[config.mk]
export PLATFORM = sky130hd
export DESIGN_NAME = octree_walker
export DESIGN_NICKNAME = d
export VERILOG_FILES = /design/src/rtl/octree_pkg.sv /design/src/rtl/octant_select.sv /design/src/rtl/octree_walker.sv
export SDC_FILE = /design/constraint.sdc
export NUM_CORES = 1
export LEC_CHECK = 0
export ABC_AREA = 1
export BUFFER_PORTS_ARGS = -buffer_cell sky130_fd_sc_hd__buf_2
export CAP_MARGIN = 15
export CORE_MARGIN = 2
export CORE_UTILIZATION = 50
export DETAILED_ROUTE_END_ITERATION = 12
export GPL_TIMING_DRIVEN = 0
export PLACE_DENSITY = 0.83
export SLEW_MARGIN = 5
export SYNTH_ARGS = -nofsm -noshare
export SYNTH_HDL_FRONTEND = slang
export SYNTH_SLANG_ARGS = --single-unit
[constraint.sdc]
create_clock -name clk -period 4.4 [get_ports clk]
set_clock_uncertainty 0.15 [all_clocks]
set_input_delay 0.66 -clock clk [delete_from_list [all_inputs] [get_ports clk]]
set_output_delay 0.66 -clock clk [all_outputs]
set_load 0.02 [all_outputs]
[src/rtl/octree_pkg.sv]
// octree_pkg: node word field positions, walker FSM states and node decode shared by the octree clients.
package octree_pkg;
  localparam int LEAF_BIT = 31;
  localparam int CHILD_BASE_MSB = 23;
  localparam int PAYLOAD_MSB = 7;
  typedef enum logic [1:0] {IDLE, ISSUE, EVAL, RESP} walker_state_e;
  typedef struct packed {
    logic                    leaf;
    logic [CHILD_BASE_MSB:0] base;
    logic [PAYLOAD_MSB:0]    payload;
  } node_t;
  // The child base and the payload overlap; which one is meaningful depends on the leaf bit.
  function automatic node_t decode_node(input logic [LEAF_BIT:0] w);
    return '{leaf: w[LEAF_BIT], base: w[CHILD_BASE_MSB:0], payload: w[PAYLOAD_MSB:0]};
  endfunction
endpackage

[src/rtl/octant_select.sv]
// octant_select: picks the child octant {x[b], y[b], z[b]} for tree level L, where b = COORD_WIDTH-1-L.
// Ports: x/y/z query coordinates, level current tree level, idx 3-bit child index.
module octant_select #(
  parameter int COORD_WIDTH = 8,
  parameter int LEVEL_WIDTH = 4
) (
  input  logic [COORD_WIDTH-1:0] x,
  input  logic [COORD_WIDTH-1:0] y,
  input  logic [COORD_WIDTH-1:0] z,
  input  logic [LEVEL_WIDTH-1:0] level,
  output logic [2:0]             idx
);
  localparam int BW = COORD_WIDTH > 1 ? $clog2(COORD_WIDTH) : 1;
  logic [BW-1:0] b;
  assign b = BW'(COORD_WIDTH - 1) - BW'(level);
  assign idx = {x[b], y[b], z[b]};
endmodule

[src/rtl/octree_walker.sv]
// octree_walker: walks the octree node ROM from the root to the leaf containing a query point.
// Ports: clk/rst_n (sync active-low); req_* query handshake with x/y/z point;
// rsp_* result handshake with leaf payload, internal-node depth and error flag;
// rom_addr/rom_ren/rom_dout one-cycle registered ROM read port.
module octree_walker
  import octree_pkg::*;
#(
  parameter int ADDRESS_WIDTH = 32,
  parameter int DATA_WIDTH    = 32,
  parameter int COORD_WIDTH   = 8,
  parameter int MAX_DEPTH     = 8,
  parameter int ROM_DEPTH     = 38
) (
  input  logic                     clk,
  input  logic                     rst_n,
  input  logic                     req_valid,
  output logic                     req_ready,
  input  logic [COORD_WIDTH-1:0]   req_x,
  input  logic [COORD_WIDTH-1:0]   req_y,
  input  logic [COORD_WIDTH-1:0]   req_z,
  output logic                     rsp_valid,
  input  logic                     rsp_ready,
  output logic [7:0]               rsp_data,
  output logic [3:0]               rsp_depth,
  output logic                     rsp_error,
  output logic [ADDRESS_WIDTH-1:0] rom_addr,
  output logic                     rom_ren,
  input  logic [DATA_WIDTH-1:0]    rom_dout
);
  walker_state_e state_q, state_d;
  logic [COORD_WIDTH-1:0] x_q, x_d, y_q, y_d, z_q, z_d;
  logic [ADDRESS_WIDTH-1:0] addr_q, addr_d, next_addr;
  logic [3:0] level_q, level_d, depth_q, depth_d;
  logic [7:0] data_q, data_d;
  logic error_q, error_d, rom_ren_q, rom_ren_d, req_ready_q, req_ready_d, rsp_valid_q, rsp_valid_d;
  logic [2:0] idx;
  logic unused_dout;
  node_t node;
  assign unused_dout = ^rom_dout;
  assign node = decode_node(rom_dout[LEAF_BIT:0]);
  octant_select #(.COORD_WIDTH(COORD_WIDTH), .LEVEL_WIDTH(4)) u_octant (
    .x(x_q), .y(y_q), .z(z_q), .level(level_q), .idx(idx)
  );
  assign next_addr = ADDRESS_WIDTH'(node.base) + ADDRESS_WIDTH'(idx);
  always_comb begin
    state_d = state_q;
    x_d = x_q;
    y_d = y_q;
    z_d = z_q;
    addr_d = addr_q;
    level_d = level_q;
    data_d = data_q;
    depth_d = depth_q;
    error_d = error_q;
    case (state_q)
      IDLE: if (req_valid) begin
        x_d = req_x;
        y_d = req_y;
        z_d = req_z;
        addr_d = '0;
        level_d = '0;
        state_d = ISSUE;
      end
      ISSUE: state_d = EVAL;
      EVAL: if (node.leaf) begin
        data_d = node.payload;
        depth_d = level_q;
        error_d = 1'b0;
        state_d = RESP;
      end else if (next_addr >= ADDRESS_WIDTH'(ROM_DEPTH) || level_q + 4'd1 == 4'(MAX_DEPTH)) begin
        data_d = '0;
        depth_d = level_q + 4'd1;
        error_d = 1'b1;
        state_d = RESP;
      end else begin
        addr_d = next_addr;
        level_d = level_q + 4'd1;
        state_d = ISSUE;
      end
      RESP: state_d = rsp_ready ? IDLE : RESP;
      default: state_d = IDLE;
    endcase
    // Handshake/strobe outputs are registered copies of the next state.
    rom_ren_d = state_d == ISSUE;
    req_ready_d = state_d == IDLE;
    rsp_valid_d = state_d == RESP;
  end
  always_ff @(posedge clk) begin
    if (!rst_n) begin
      state_q <= IDLE;
      x_q <= '0;
      y_q <= '0;
      z_q <= '0;
      addr_q <= '0;
      level_q <= '0;
      data_q <= '0;
      depth_q <= '0;
      error_q <= 1'b0;
      rom_ren_q <= 1'b0;
      req_ready_q <= 1'b1;
      rsp_valid_q <= 1'b0;
    end else begin
      state_q <= state_d;
      x_q <= x_d;
      y_q <= y_d;
      z_q <= z_d;
      addr_q <= addr_d;
      level_q <= level_d;
      data_q <= data_d;
      depth_q <= depth_d;
      error_q <= error_d;
      rom_ren_q <= rom_ren_d;
      req_ready_q <= req_ready_d;
      rsp_valid_q <= rsp_valid_d;
    end
  end
  assign req_ready = req_ready_q;
  assign rsp_valid = rsp_valid_q;
  assign rsp_data = data_q;
  assign rsp_depth = depth_q;
  assign rsp_error = error_q;
  assign rom_addr = addr_q;
  assign rom_ren = rom_ren_q;
endmodule

==> qor.log, run 1 <==
[setup_path] capturing point of the worst reg2reg path rom_addr[18]
[setup_path] CP Data Required Time 4.45 ns
[logic_synthesis] Synth warnings 0
[setup_path] category of the worst setup path capture point flop
[placement] placer congestion estimate 0.917
[timing] count of final max-slew check failures 0
[route] final wirelength 9.22 mm
[hold_path] start point of the worst hold path rom_addr[11]
[setup_path] reg2reg path depth 23
[route] Post-DRT Antenna Nets 0
[global_routing] GRT met3 Usage 5.09%
[logic_synthesis] count of mapped cells out of synthesis 585
[timing] min Tclk post-route 3.93 ns
[layout] final-stage net count 758
[clocking] CTS tree done
[placement] detailed placement HPWL 7.38 mm
[floorplan] placeable core region 7610 um2
[clocking] number of buffers created by CTS 9
[floorplan] Top-Level Pins 108
[layout] Synth-to-Final Area Change 20.3%
[route] overall via count from detail_route 3964
[logic_synthesis] share of the yosys chip area belonging to registers 36.7%
[route] DRC errors left 0
[hold_path] instance count along the most critical hold path 2
[logic_synthesis] average cell area after synthesis 6.62 um2
[clocking] post-cts hold buffer count 0
[setup_path] data arrival time of the critical path 3.98 ns
[logic_synthesis] area fraction in and, or, nand and nor cells after synthesis 40.5%
[route] detail-routed net length per standard cell 11.5 um
[placement] number of buffers inserted by port buffering 92
[floorplan] number of core rows 32
[global_routing] met2 track demand over resource 40.7%
[timing] Final Worst Setup Slack 0.474 ns
[global_routing] Congestion Overflow GR 0
[clocking] clock edge transition at the registers on the reported setup and hold paths 0.07 ns
[floorplan] initial core utilization 50.9%
[layout] count of antenna diodes in the layout 0
[layout] area taken by flip-flops and latches 1420 um2
[clocking] clock buffer depth 2
[timing] Rel. slew slack 60.1%
[logic_synthesis] combinational family with the most area after synthesis simple AND/OR/NAND/NOR gates
[clocking] post-cts resize count 0
[timing] setup violation total in the final timing report 0
[route] first-iteration detailed-routing DRC count 159
[route] first-pass detailed-route iteration total 5
[clocking] insertion delay of the later-clocked pin in the worst-skew pair 0.34 ns
[placement] Post-Place Worst Slack 0.390 ns
[global_routing] vias in the first global route 3735
[global_routing] overall track demand over capacity in global routing 22.9%
[floorplan] die area 8460 um2
[layout] fraction of final layout cells sized beyond drive strength 1 23.2%
[setup_path] CP Max Fanout 10
[logic_synthesis] fraction of registers with async set/reset 0%
[power] pwr dens 361 nW/um2
[power] worst supply voltage drop on vdd 279 uV
[global_routing] maximum number of pins on one net before global-route repair 12
[logic_synthesis] cell type with the largest total area after synthesis sky130_fd_sc_hd__dfxtp_1
[floorplan] chip height 92.0 um
[timing] Hold Fails Final Rpt 0
[global_routing] met1 Track Usage GR 28.0%
[setup_path] crit path kind reg2reg
[global_routing] global-route wire length before repair 16.0 mm
[layout] Finished Core Util 61.2%
[logic_synthesis] Yosys reg bits 71
[hold_path] type of the worst min-delay path reg2reg
[logic_synthesis] Post-synth EDFFs 0
[timing] transition time of the tightest slew-check pin 0.598 ns
[clocking] number of setup buffers added after CTS 0
[logic_synthesis] share of the synthesized area in compound gates (AO/OA/AOI/OAI) 10.1%
[logic_synthesis] top_reg_cell synth sky130_fd_sc_hd__dfxtp_1
[timing] final worst path period share 89.2%
[setup_path] launch point of the worst reg-to-reg path level_q[0]
[clocking] master cell of the clock root buffer sky130_fd_sc_hd__clkbuf_8
[setup_path] Register-to-Register Setup Slack 0.47 ns
[layout] multi-input gate area in the final layout 2120 um2
[logic_synthesis] post-synthesis cell type count 33
[route] via-per-instance ratio 4.96
[setup_path] startpoint class of the critical path flop
[clocking] sink count of the clock tree 71
[global_routing] number of antenna violations at the first check in global routing 0
[timing] Fin Setup TNS 0 ns
[hold_path] Min-Delay Endpoint rom_addr[11]
[global_routing] global routing's busiest layer met2
[logic_synthesis] top cells by area in the synthesized netlist sky130_fd_sc_hd__dfxtp_1, sky130_fd_sc_hd__nand2_1, sky130_fd_sc_hd__nor2_1, sky130_fd_sc_hd__o21ai_0, sky130_fd_sc_hd__nand3_1
[layout] layout filler cell count 734
[clocking] level count of the clock H-tree 3
[run_status] run status completed
[logic_synthesis] post-synthesis share of cell area spent on full adders, half adders and majority gates 1.81%
[logic_synthesis] share of cell area taken by muxes after synthesis 0%
[logic_synthesis] leading post-synthesis cells by instance count sky130_fd_sc_hd__nand2_1, sky130_fd_sc_hd__nor2_1, sky130_fd_sc_hd__dfxtp_1
[logic_synthesis] top cell type's share of synthesized area 36.7%
[timing] unrepaired setup endpoints after global routing no
[logic_synthesis] Post-Syn Area 3870 um2
[logic_synthesis] xor-xnor portion of the synthesized cell area 1.81%
[job] maximum capacitance violations 0
[timing] highest attainable clock frequency 0.255 GHz
[floorplan] die boundary width 92.0 um
[power] Pleak 2.23 nW
-- critical path, cell delays in order (launching register included) --
cell and delay [ns]:
sky130_fd_sc_hd__dfxtp_1 0.49, sky130_fd_sc_hd__clkbuf_2 0.30, sky130_fd_sc_hd__nor2_1 0.08, sky130_fd_sc_hd__nor2_1 0.07, sky130_fd_sc_hd__o21ai_0 0.08, sky130_fd_sc_hd__a31oi_1 0.28, sky130_fd_sc_hd__ha_1 0.25, sky130_fd_sc_hd__inv_1 0.06
sky130_fd_sc_hd__fa_1 0.38, sky130_fd_sc_hd__inv_1 0.09, sky130_fd_sc_hd__nand3_1 0.11, sky130_fd_sc_hd__nand2_2 0.16, sky130_fd_sc_hd__nand2_1 0.13, sky130_fd_sc_hd__o21ai_1 0.14, sky130_fd_sc_hd__nand2_1 0.07, sky130_fd_sc_hd__nor2_2 0.11
sky130_fd_sc_hd__nand3_2 0.11, sky130_fd_sc_hd__nor2_4 0.18, sky130_fd_sc_hd__nand2_2 0.10, sky130_fd_sc_hd__nand2_4 0.09, sky130_fd_sc_hd__nand2_2 0.07, sky130_fd_sc_hd__buf_6 0.16, sky130_fd_sc_hd__nand2_1 0.07, sky130_fd_sc_hd__nor2_1 0.04
-- cells by family after synthesis --
kind of cell               count (synthesis)
AOI/OAI and AO/OA                         70
xor gates and xnor gates                   8
adders and majority gates                  5
buffers and inverters                     73
DFF                                       71
other                                      1
and+or+nand+nor                          357
-- per-layer routing --
layer | part of all wire [%] | wire length [um]
met5 | 0 | 0
met1 | 45 | 4110
met3 | 5.3 | 489
met2 | 49 | 4540
met4 | 0.92 | 85
-- worst max-delay path by stage --
stage,slack [ns],endpoint,cells past startpoint,startpoint
3_5_place_dp,0.39,rom_addr[18],23,level_q[0]
3_3_place_gp,0.46,rom_addr[18],23,level_q[0]
2_1_floorplan,1.09,rom_addr[18],23,level_q[0]
4_1_cts,0.35,rom_addr[18],23,level_q[0]
5_1_grt,0.16,rom_addr[18],23,level_q[0]
6_report,0.47,rom_addr[18],23,level_q[0]
-- power breakdown --
group / switching, mW / internal [mW] / total (mW)
clock network: 0.226 / 0.234 / 0.460
registers: 0.0370 / 0.698 / 0.735
logic: 0.312 / 0.176 / 0.488
-- per-stage QoR --
stage	power (mW)	hold WS, ns	std cells	instance area, um2
finish	1.68	0.287	800	4650
global route	1.80	0.312	800	4650
CTS	1.70	0.288	801	4660
detailed placement	1.23	0.277	785	4480
global placement	1.22	0.271	785	4480
floorplan	1.10	0.299	591	3890
-- sequential cells by signal, summed over array words and instances, names as in the netlist --
register   count
rom_addr      25
rsp_data       8
x_q            8
y_q            8
z_q            8
level_q        4
rsp_depth      4
state_q        2
req_ready      1
rom_ren        1
rsp_error      1
rsp_valid      1
-- area by class of cell --
cell class,count,share of cell area [%]
Inverter,44,3.55
Clock inverter,3,0.376
Tap cell,102,2.74
Clock buffer,13,3.41
Multi-Input combinational cell,447,45.6
Sequential cell,71,30.5
Timing Repair Buffer,92,9.89
Buffer,28,3.84
-- cells in the final DEF (no fill, tap or decap), types with 7 or more instances in the layout --
cell,n
sky130_fd_sc_hd__nand2_2,15
sky130_fd_sc_hd__buf_4,7
sky130_fd_sc_hd__clkbuf_1,17
sky130_fd_sc_hd__nand2_1,136
sky130_fd_sc_hd__a21oi_2,8
sky130_fd_sc_hd__buf_2,92
sky130_fd_sc_hd__o21ai_0,40
sky130_fd_sc_hd__nor2_1,136
sky130_fd_sc_hd__dfxtp_1,71
sky130_fd_sc_hd__conb_1,7
sky130_fd_sc_hd__nand3_1,37
sky130_fd_sc_hd__nand4_1,8
sky130_fd_sc_hd__clkbuf_8,11
sky130_fd_sc_hd__inv_1,41
sky130_fd_sc_hd__a21oi_1,13
Power figures use the tool's default switching activity.
==> inputs of run 2 (changes only) <==
- CORE_UTILIZATION: 50 -> 53
- PLACE_DENSITY: 0.83 -> 0.87
- SYNTH_HIERARCHICAL: unset -> 1
==> qor.log, run 2 <==
[timing] final worst path period share 92.6% [+3.3 points]
[route] via-per-instance ratio 4.95 [-0.15%]
[setup_path] Critical path origin level_q[0]
[floorplan] Top-Level Pins 108 [unchanged]
[global_routing] number of antenna violations at the first check in global routing 0 [unchanged]
[timing] count of final max-slew check failures 0 [unchanged]
[floorplan] die area 8060 um2 [-4.7%]
[clocking] sink count of the clock tree 71 [unchanged]
[clocking] clock buffer depth 2 [unchanged]
[setup_path] worst path cell trace inv_2, buf_6, nand2_1, nand3_1, nand2_1, nand2_1, nand2_1, ha_1, inv_1, fa_1, inv_1, nand3_1, nand2_2, nand3_1, nor2_1, xor2_1, nand2_1, nor2_1, nand3_2, nand2_4, nand2_4, buf_6, nand2_1, nor2_1
[route] first-pass detailed-route iteration total 6 [+1]
[logic_synthesis] Synth warnings 6 [+6]
[setup_path] Crit-path slowest cell sky130_fd_sc_hd__dfxtp_1
[global_routing] vias in the first global route 3835 [+2.7%]
[run_status] run status completed
[floorplan] die boundary width 89.8 um [-2.4%]
[layout] fraction of final layout cells sized beyond drive strength 1 18.7% [-4.5 points]
[logic_synthesis] cell type with the largest total area after synthesis sky130_fd_sc_hd__dfxtp_1
[power] Pleak 2.42 nW [+8.5%]
[setup_path] startpoint class of the critical path flop
[power] Clock Power Share 28.9% [+1.6 points]
[layout] summed area of non-filler cells in the final layout 4700 um2 [+1.0%]
[timing] Hold Fails Final Rpt 0 [unchanged]
[timing] transition time of the tightest slew-check pin 0.639 ns [+0.0412 ns]
[layout] Finished Layout Cells 843 [+5.4%]
[route] final wirelength 10.4 mm [+13%]
[layout] count of antenna diodes in the layout 0 [unchanged]
[setup_path] category of the worst setup path capture point flop
[route] DRC errors left 0 [unchanged]
[layout] final-stage net count 804 [+6.1%]
[setup_path] most numerous cell on the critical path sky130_fd_sc_hd__nand2_1
[global_routing] maximum number of pins on one net before global-route repair 14 [+2]
[global_routing] global-route wire length before repair 17.4 mm [+8.7%]
[setup_path] launch point of the worst reg-to-reg path level_q[0]
[setup_path] critical path's top delay family simple AND/OR/NAND/NOR gates
[hold_path] Min-Delay Endpoint rom_addr[7]
[logic_synthesis] average cell area after synthesis 6.19 um2 [-6.4%]
[clocking] master cell of the clock root buffer sky130_fd_sc_hd__clkbuf_8
[clocking] number of setup buffers added after CTS 0 [unchanged]
[timing] unrepaired setup endpoints after global routing no
[logic_synthesis] most frequently used cell type in the post-synthesis netlist sky130_fd_sc_hd__nand2_1
[clocking] insertion delay of the later-clocked pin in the worst-skew pair 0.34 ns [about the same]
[clocking] number of buffers created by CTS 9 [unchanged]
[layout] Synth-to-Final Area Change 20.6%
[logic_synthesis] Yosys reg bits 71 [unchanged]
[power] net load switching power 0.618 mW [+7.5%]
[layout] most frequent cells in the layout sky130_fd_sc_hd__nand2_1, sky130_fd_sc_hd__nor2_1, sky130_fd_sc_hd__buf_2
[floorplan] placeable core region 7180 um2 [-5.7%]
[clocking] clock edge transition at the registers on the reported setup and hold paths 0.08 ns [about the same]
[hold_path] start point of the worst hold path rom_addr[7]
[logic_synthesis] top_reg_cell synth sky130_fd_sc_hd__dfxtp_1
[setup_path] Largest stage delay, worst path 0.57 ns [+0.08 ns]
[route] first-iteration detailed-routing DRC count 187 [+18%]
[power] Gate power share 29.1% [about the same]
[power] Switching Share 35.1% [+0.96 points]
[global_routing] Congestion Overflow GR 0 [unchanged]
[floorplan] number of core rows 31 [-3.1%]
[timing] highest attainable clock frequency 0.246 GHz [-3.6%]
[hold_path] instance count along the most critical hold path 2 [unchanged]
[route] overall via count from detail_route 4171 [+5.2%]
[placement] placed inst area 4510 um2 [+0.61%]
[route] Post-DRT Antenna Nets 0 [unchanged]
[setup_path] CP Data Required Time 4.45 ns [about the same]
[logic_synthesis] top cells by area in the synthesized netlist sky130_fd_sc_hd__dfxtp_1, sky130_fd_sc_hd__nand2_1, sky130_fd_sc_hd__nor2_1, sky130_fd_sc_hd__inv_1, sky130_fd_sc_hd__nand3_1
[setup_path] CP Max Fanout 10 [unchanged]
[logic_synthesis] Post-synth EDFFs 0 [unchanged]
[logic_synthesis] top cell type's share of synthesized area 36.4% [-0.29 points]
[floorplan] initial core utilization 54.4% [+3.5 points]
[layout] leading cell type in the layout, fill and taps excluded sky130_fd_sc_hd__nand2_1
[setup_path] number of gates on the worst path with buffers counted 24 [+4.3%]
[floorplan] chip height 89.8 um [-2.4%]
[layout] layout filler cell count 657 [-10%]
[job] maximum capacitance violations 0 [unchanged]
[global_routing] overall track demand over capacity in global routing 26.0% [+3.0 points]
[route] detail-routed net length per standard cell 12.4 um [+7.2%]
[logic_synthesis] share of the yosys chip area belonging to registers 36.4% [-0.29 points]
[placement] placer congestion estimate 0.969 [+5.6%]
[placement] number of buffers inserted by port buffering 92 [unchanged]
[setup_path] WP buf/inv 5 [+1]
[clocking] CTS tree done
[hold_path] type of the worst min-delay path reg2reg
[placement] Placed Instances 827 [+5.4%]
[logic_synthesis] fraction of registers with async set/reset 0% [unchanged]
[timing] setup violation total in the final timing report 0 [unchanged]
[setup_path] capturing point of the worst reg2reg path rom_addr[22]
[clocking] post-cts hold buffer count 0 [unchanged]
[timing] Rel. slew slack 57.2% [-2.9 points]
[logic_synthesis] post-synthesis cell type count 31 [-6.1%]
[setup_path] data arrival time of the critical path 4.13 ns [+0.15 ns]
[timing] min Tclk post-route 4.07 ns [+0.147 ns]
[setup_path] Register-to-Register Setup Slack 0.33 ns [-0.15 ns]
[timing] Worst Hold Margin 0.286 ns [-0.00112 ns]
[power] pwr dens 374 nW/um2 [+3.5%]
[placement] detailed placement HPWL 7.93 mm [+7.4%]
[timing] Fin Setup TNS 0 ns [unchanged]
[layout] max reg flops 25 [unchanged]
[logic_synthesis] count of mapped cells out of synthesis 630 [+7.7%]
[setup_path] reg2reg path depth 24 [+4.3%]
[power] worst supply voltage drop on vdd 290 uV [+3.7%]
[setup_path] crit path kind reg2reg
[clocking] post-cts resize count 0 [unchanged]
[power] share of power burned in registers 42.0% [-1.7 points]
[logic_synthesis] Post-Syn Area 3900 um2 [+0.81%]
[clocking] level count of the clock H-tree 3 [unchanged]
[power] Internal Pwr Total 1.14 mW [+3.0%]
[logic_synthesis] leading post-synthesis cells by instance count sky130_fd_sc_hd__nand2_1, sky130_fd_sc_hd__nor2_1, sky130_fd_sc_hd__dfxtp_1
[run 2: cell types whose count changed in the layout (fill, tap and decap cells not counted), sizes merged, moves of 2 or more]
cell | before | now
nand2 | 153 | 201
inv | 44 | 71
nor2 | 146 | 132
nand3 | 41 | 51
o21ai | 43 | 33
clkbuf | 29 | 23
a21oi | 21 | 18
clkinv | 2 | 5
o22ai | 3 | 0
xor2 | 6 | 3
a31oi | 2 | 0
xnor2 | 2 | 0
[run 2: how the worst max path moves through the flow]
stage	to	slack [ns]
2_1_floorplan	rom_addr[15]	1.19
3_3_place_gp	rom_addr[21]	0.49
3_5_place_dp	rom_addr[22]	0.39
4_1_cts	rom_addr[22]	0.35
5_1_grt	rom_addr[22]	0.07
6_report	rom_addr[22]	0.33
[run 2: layout make-up]
cell class	count	area (um2)	area share [%]
Clock buffer	9	124	2.63
Clock inverter	7	71.3	1.52
Sequential cell	71	1420	30.2
Tap cell	99	124	2.63
Timing Repair Buffer	92	460	9.79
Multi-Input combinational cell	469	2070	44.0
Inverter	70	263	5.59
Buffer	26	169	3.59
[run 2: cells by family (layout without fill, tap and decap cells)]
family | after synthesis | after routing | synth area share, %
simple gates | 403 | 403 | 43.3
other cells | 1 | 7 | 0.0961
xor+xnor | 3 | 3 | 0.674
buf+inv | 96 | 204 | 11.1
compound gates | 51 | 51 | 6.64
flops | 71 | 71 | 36.4
fa+ha+maj | 5 | 5 | 1.80
[run 2: per-layer routing]
metal	track usage [%]	vias to the layer above	routed length, um
li1	-	2154	-
met1	32.9	1855	4510
met2	44.6	150	5110
met3	4.95	12	668
met4	8.59	0	126
met5	0	-	0
[run 2: power groups by stage]
stage	Combinational, mW	Sequential, mW	Clock, mW
after global routing	0.580	0.746	0.546
after floorplan	0.340	0.772	0
final	0.512	0.739	0.509
after detailed placement	0.500	0.752	0
after CTS	0.508	0.738	0.518
after global placement	0.489	0.750	0
[run 2: worst register-to-register path, cell delays in order (launching register included)]
cell	delay (ns)
sky130_fd_sc_hd__dfxtp_1	0.57
sky130_fd_sc_hd__inv_2	0.09
sky130_fd_sc_hd__buf_6	0.16
sky130_fd_sc_hd__nand2_1	0.06
sky130_fd_sc_hd__nand3_1	0.08
sky130_fd_sc_hd__nand2_1	0.08
sky130_fd_sc_hd__nand2_1	0.05
sky130_fd_sc_hd__nand2_1	0.08
sky130_fd_sc_hd__ha_1	0.18
sky130_fd_sc_hd__inv_1	0.08
sky130_fd_sc_hd__fa_1	0.40
sky130_fd_sc_hd__inv_1	0.09
sky130_fd_sc_hd__nand3_1	0.10
sky130_fd_sc_hd__nand2_2	0.19
sky130_fd_sc_hd__nand3_1	0.14
sky130_fd_sc_hd__nor2_1	0.22
sky130_fd_sc_hd__xor2_1	0.16
sky130_fd_sc_hd__nand2_1	0.06
sky130_fd_sc_hd__nor2_1	0.27
sky130_fd_sc_hd__nand3_2	0.19
sky130_fd_sc_hd__nand2_4	0.19
sky130_fd_sc_hd__nand2_4	0.09
sky130_fd_sc_hd__buf_6	0.17
sky130_fd_sc_hd__nand2_1	0.07
sky130_fd_sc_hd__nor2_1	0.04
[run 2: per-stage QoR]
stage | util [%] | total power [mW] | setup slack [ns]
detailed placement | 62.8 | 1.25 | 0.386
finish | 65.5 | 1.76 | 0.327
global route | 65.5 | 1.87 | 0.0742
CTS | 65.5 | 1.76 | 0.345
floorplan | - | 1.11 | 1.19
global placement | 62.8 | 1.24 | 0.492
==> inputs of run 3 (changes only) <==
- CELL_PAD_IN_SITES_DETAIL_PLACEMENT: unset -> 1
- CELL_PAD_IN_SITES_GLOBAL_PLACEMENT: unset -> 1
- CORE_UTILIZATION: 53 -> 36
==> qor.log, run 3 (same netlist as run 2, synthesis figures left out) <==
[layout] area taken by flip-flops and latches 1420 um2 [about the same]
[hold_path] instance count along the most critical hold path 2 [unchanged]
[route] overall via count from detail_route 4251 [+1.9%]
[clocking] CTS tree done
[setup_path] launch point of the worst reg-to-reg path level_q[0]
[power] Gate power share 27.5% [-1.6 points]
[clocking] number of setup buffers added after CTS 0 [unchanged]
[power] Pleak 2.43 nW [+0.71%]
[placement] placer congestion estimate 0.894 [-7.7%]
[global_routing] overall track demand over capacity in global routing 21.1% [-4.8 points]
[hold_path] start point of the worst hold path rom_addr[18]
[layout] final-stage net count 804 [unchanged]
[clocking] master cell of the clock root buffer sky130_fd_sc_hd__clkbuf_8
[layout] leading cell type in the layout, fill and taps excluded sky130_fd_sc_hd__nand2_1
[power] Switching Share 33.8% [-1.3 points]
[timing] setup violation total in the final timing report 0 [unchanged]
[timing] Fin Setup TNS 0 ns [unchanged]
[layout] count of antenna diodes in the layout 0 [unchanged]
[setup_path] reg2reg path depth 25 [+4.2%]
[timing] Hold Fails Final Rpt 0 [unchanged]
[clocking] clock edge transition at the registers on the reported setup and hold paths 0.08 ns [about the same]
[hold_path] Min-Delay Endpoint rom_addr[18]
[route] first-iteration detailed-routing DRC count 199 [+6.4%]
[timing] count of final max-slew check failures 0 [unchanged]
[setup_path] CP Max Fanout 10 [unchanged]
[power] worst supply voltage drop on vdd 398 uV [+37%]
[placement] Post-Place Worst Slack 0.360 ns [-0.0258 ns]
[setup_path] crit path kind reg2reg
[timing] min Tclk post-route 3.88 ns [-0.192 ns]
[setup_path] CP Data Required Time 4.49 ns [+0.04 ns]
[floorplan] die boundary width 108 um [+20%]
[floorplan] number of core rows 38 [+23%]
[route] Post-DRT Antenna Nets 0 [unchanged]
[global_routing] Congestion Overflow GR 0 [unchanged]
[clocking] number of buffers created by CTS 9 [unchanged]
[timing] Rel. slew slack 56.7% [-0.53 points]
[power] net load switching power 0.642 mW [+3.8%]
[clocking] insertion delay of the later-clocked pin in the worst-skew pair 0.36 ns [+0.02 ns]
[layout] layout filler cell count 1502 [+130%]
[floorplan] Top-Level Pins 108 [unchanged]
[route] first-pass detailed-route iteration total 4 [-2]
[job] maximum capacitance violations 0 [unchanged]
[setup_path] Register-to-Register Setup Slack 0.52 ns [+0.19 ns]
[power] share of power burned in registers 39.1% [-2.9 points]
[hold_path] type of the worst min-delay path reg2reg
[layout] fraction of final layout cells sized beyond drive strength 1 18.7% [unchanged]
[global_routing] number of antenna violations at the first check in global routing 0 [unchanged]
[floorplan] placeable core region 10700 um2 [+49%]
[power] Clock Power Share 33.3% [+4.4 points]
[setup_path] category of the worst setup path capture point flop
[global_routing] vias in the first global route 4313 [+12%]
[floorplan] die area 11700 um2 [+45%]
[power] pwr dens 395 nW/um2 [+5.7%]
[route] detail-routed net length per standard cell 13.6 um [+9.8%]
[route] via-per-instance ratio 4.81 [-2.8%]
[power] Internal Pwr Total 1.25 mW [+10%]
[clocking] post-cts hold buffer count 0 [unchanged]
[placement] detailed placement HPWL 9.54 mm [+20%]
[layout] most frequent cells in the layout sky130_fd_sc_hd__nand2_1, sky130_fd_sc_hd__nor2_1, sky130_fd_sc_hd__buf_2
[setup_path] data arrival time of the critical path 3.97 ns [-0.16 ns]
[clocking] sink count of the clock tree 71 [unchanged]
[timing] highest attainable clock frequency 0.258 GHz [+4.9%]
[setup_path] capturing point of the worst reg2reg path rom_addr[10]
[layout] max reg flops 25 [unchanged]
[route] final wirelength 12.0 mm [+15%]
[timing] transition time of the tightest slew-check pin 0.647 ns [+0.00792 ns]
[global_routing] global-route wire length before repair 19.6 mm [+12%]
[timing] unrepaired setup endpoints after global routing no
[run_status] run status completed
[clocking] level count of the clock H-tree 3 [unchanged]
[placement] number of buffers inserted by port buffering 92 [unchanged]
[setup_path] startpoint class of the critical path flop
[timing] Final Worst Setup Slack 0.519 ns [+0.192 ns]
[layout] Synth-to-Final Area Change 23.0%
[global_routing] maximum number of pins on one net before global-route repair 13 [-1]
[route] DRC errors left 0 [unchanged]
[clocking] post-cts resize count 0 [unchanged]
[layout] multi-input gate area in the final layout 2070 um2 [unchanged]
[clocking] clock buffer depth 2 [unchanged]
[timing] final worst path period share 88.2% [-4.4 points]
[floorplan] initial core utilization 36.5% [-18 points]
[floorplan] chip height 108 um [+20%]
[run 3: stage by stage]
stage	hold WS, ns	std cells	area [um2]	power [mW]	util (%)
final	0.286	884	4800	1.90	44.8
after global routing	0.311	884	4800	2.01	44.8
after CTS	0.290	884	4800	1.91	44.8
after detailed placement	0.277	868	4560	1.28	42.6
after global placement	0.272	868	4560	1.25	42.6
after floorplan	0.305	636	3920	1.11	-
[run 3: power by group through the flow]
| stage | Combinational [mW] | Clock (mW) | Sequential (mW) |
|---|---|---|---|
| 3_3_place_gp | 0.498 | 0 | 0.754 |
| 3_5_place_dp | 0.520 | 0 | 0.757 |
| 4_1_cts | 0.525 | 0.644 | 0.742 |
| 6_report | 0.522 | 0.633 | 0.742 |
| 5_1_grt | 0.590 | 0.672 | 0.751 |
| 2_1_floorplan | 0.340 | 0 | 0.772 |
[run 3: worst max-delay path, stage by stage (launching register included)]
cell and delay (ns):
sky130_fd_sc_hd__dfxtp_2 0.47, sky130_fd_sc_hd__inv_2 0.08, sky130_fd_sc_hd__buf_6 0.15, sky130_fd_sc_hd__nand2_1 0.07
sky130_fd_sc_hd__nand3_1 0.08, sky130_fd_sc_hd__nand2_1 0.09, sky130_fd_sc_hd__nand2_1 0.05, sky130_fd_sc_hd__nand2_1 0.08
sky130_fd_sc_hd__ha_1 0.21, sky130_fd_sc_hd__inv_1 0.08, sky130_fd_sc_hd__fa_1 0.39, sky130_fd_sc_hd__inv_1 0.09
sky130_fd_sc_hd__nand3_1 0.11, sky130_fd_sc_hd__nand2_2 0.19, sky130_fd_sc_hd__nand2_1 0.12, sky130_fd_sc_hd__o21ai_0 0.18
sky130_fd_sc_hd__nand2_1 0.12, sky130_fd_sc_hd__nor2_1 0.11, sky130_fd_sc_hd__nand3_1 0.11, sky130_fd_sc_hd__nor2_2 0.15
sky130_fd_sc_hd__nand3_2 0.13, sky130_fd_sc_hd__nand2_4 0.18, sky130_fd_sc_hd__nand2_4 0.09, sky130_fd_sc_hd__buf_6 0.17
sky130_fd_sc_hd__nand2_1 0.07, sky130_fd_sc_hd__nor2_1 0.04
[run 3: how the worst max path moves through the flow]
stage / end / start / cells past startpoint
detailed placement: rom_addr[21] / level_q[0] / 25
finish: rom_addr[10] / level_q[0] / 25
CTS: rom_addr[10] / level_q[0] / 25
global placement: rom_addr[6] / level_q[0] / 25
global route: rom_addr[10] / level_q[0] / 25
floorplan: rom_addr[15] / level_q[0] / 25
[run 3: layer usage]
metal  vias to the layer above  track usage [%]  wire [um]
met4                         0             7.42        230
met2                        84             39.8       6150
li1                       2152                -          -
met5                         -                0          0
met1                      1998             23.7       5160
met3                        17             3.80        459
[run 3: final cells by class]
| cell class | count | area share [%] |
|---|---|---|
| Multi-Input combinational cell | 469 | 43.2 |
| Sequential cell | 71 | 29.7 |
| Timing Repair Buffer | 92 | 9.60 |
| Inverter | 70 | 5.48 |
| Tap cell | 140 | 3.65 |
| Buffer | 26 | 3.52 |
| Clock buffer | 10 | 2.66 |
| Clock inverter | 6 | 2.27 |
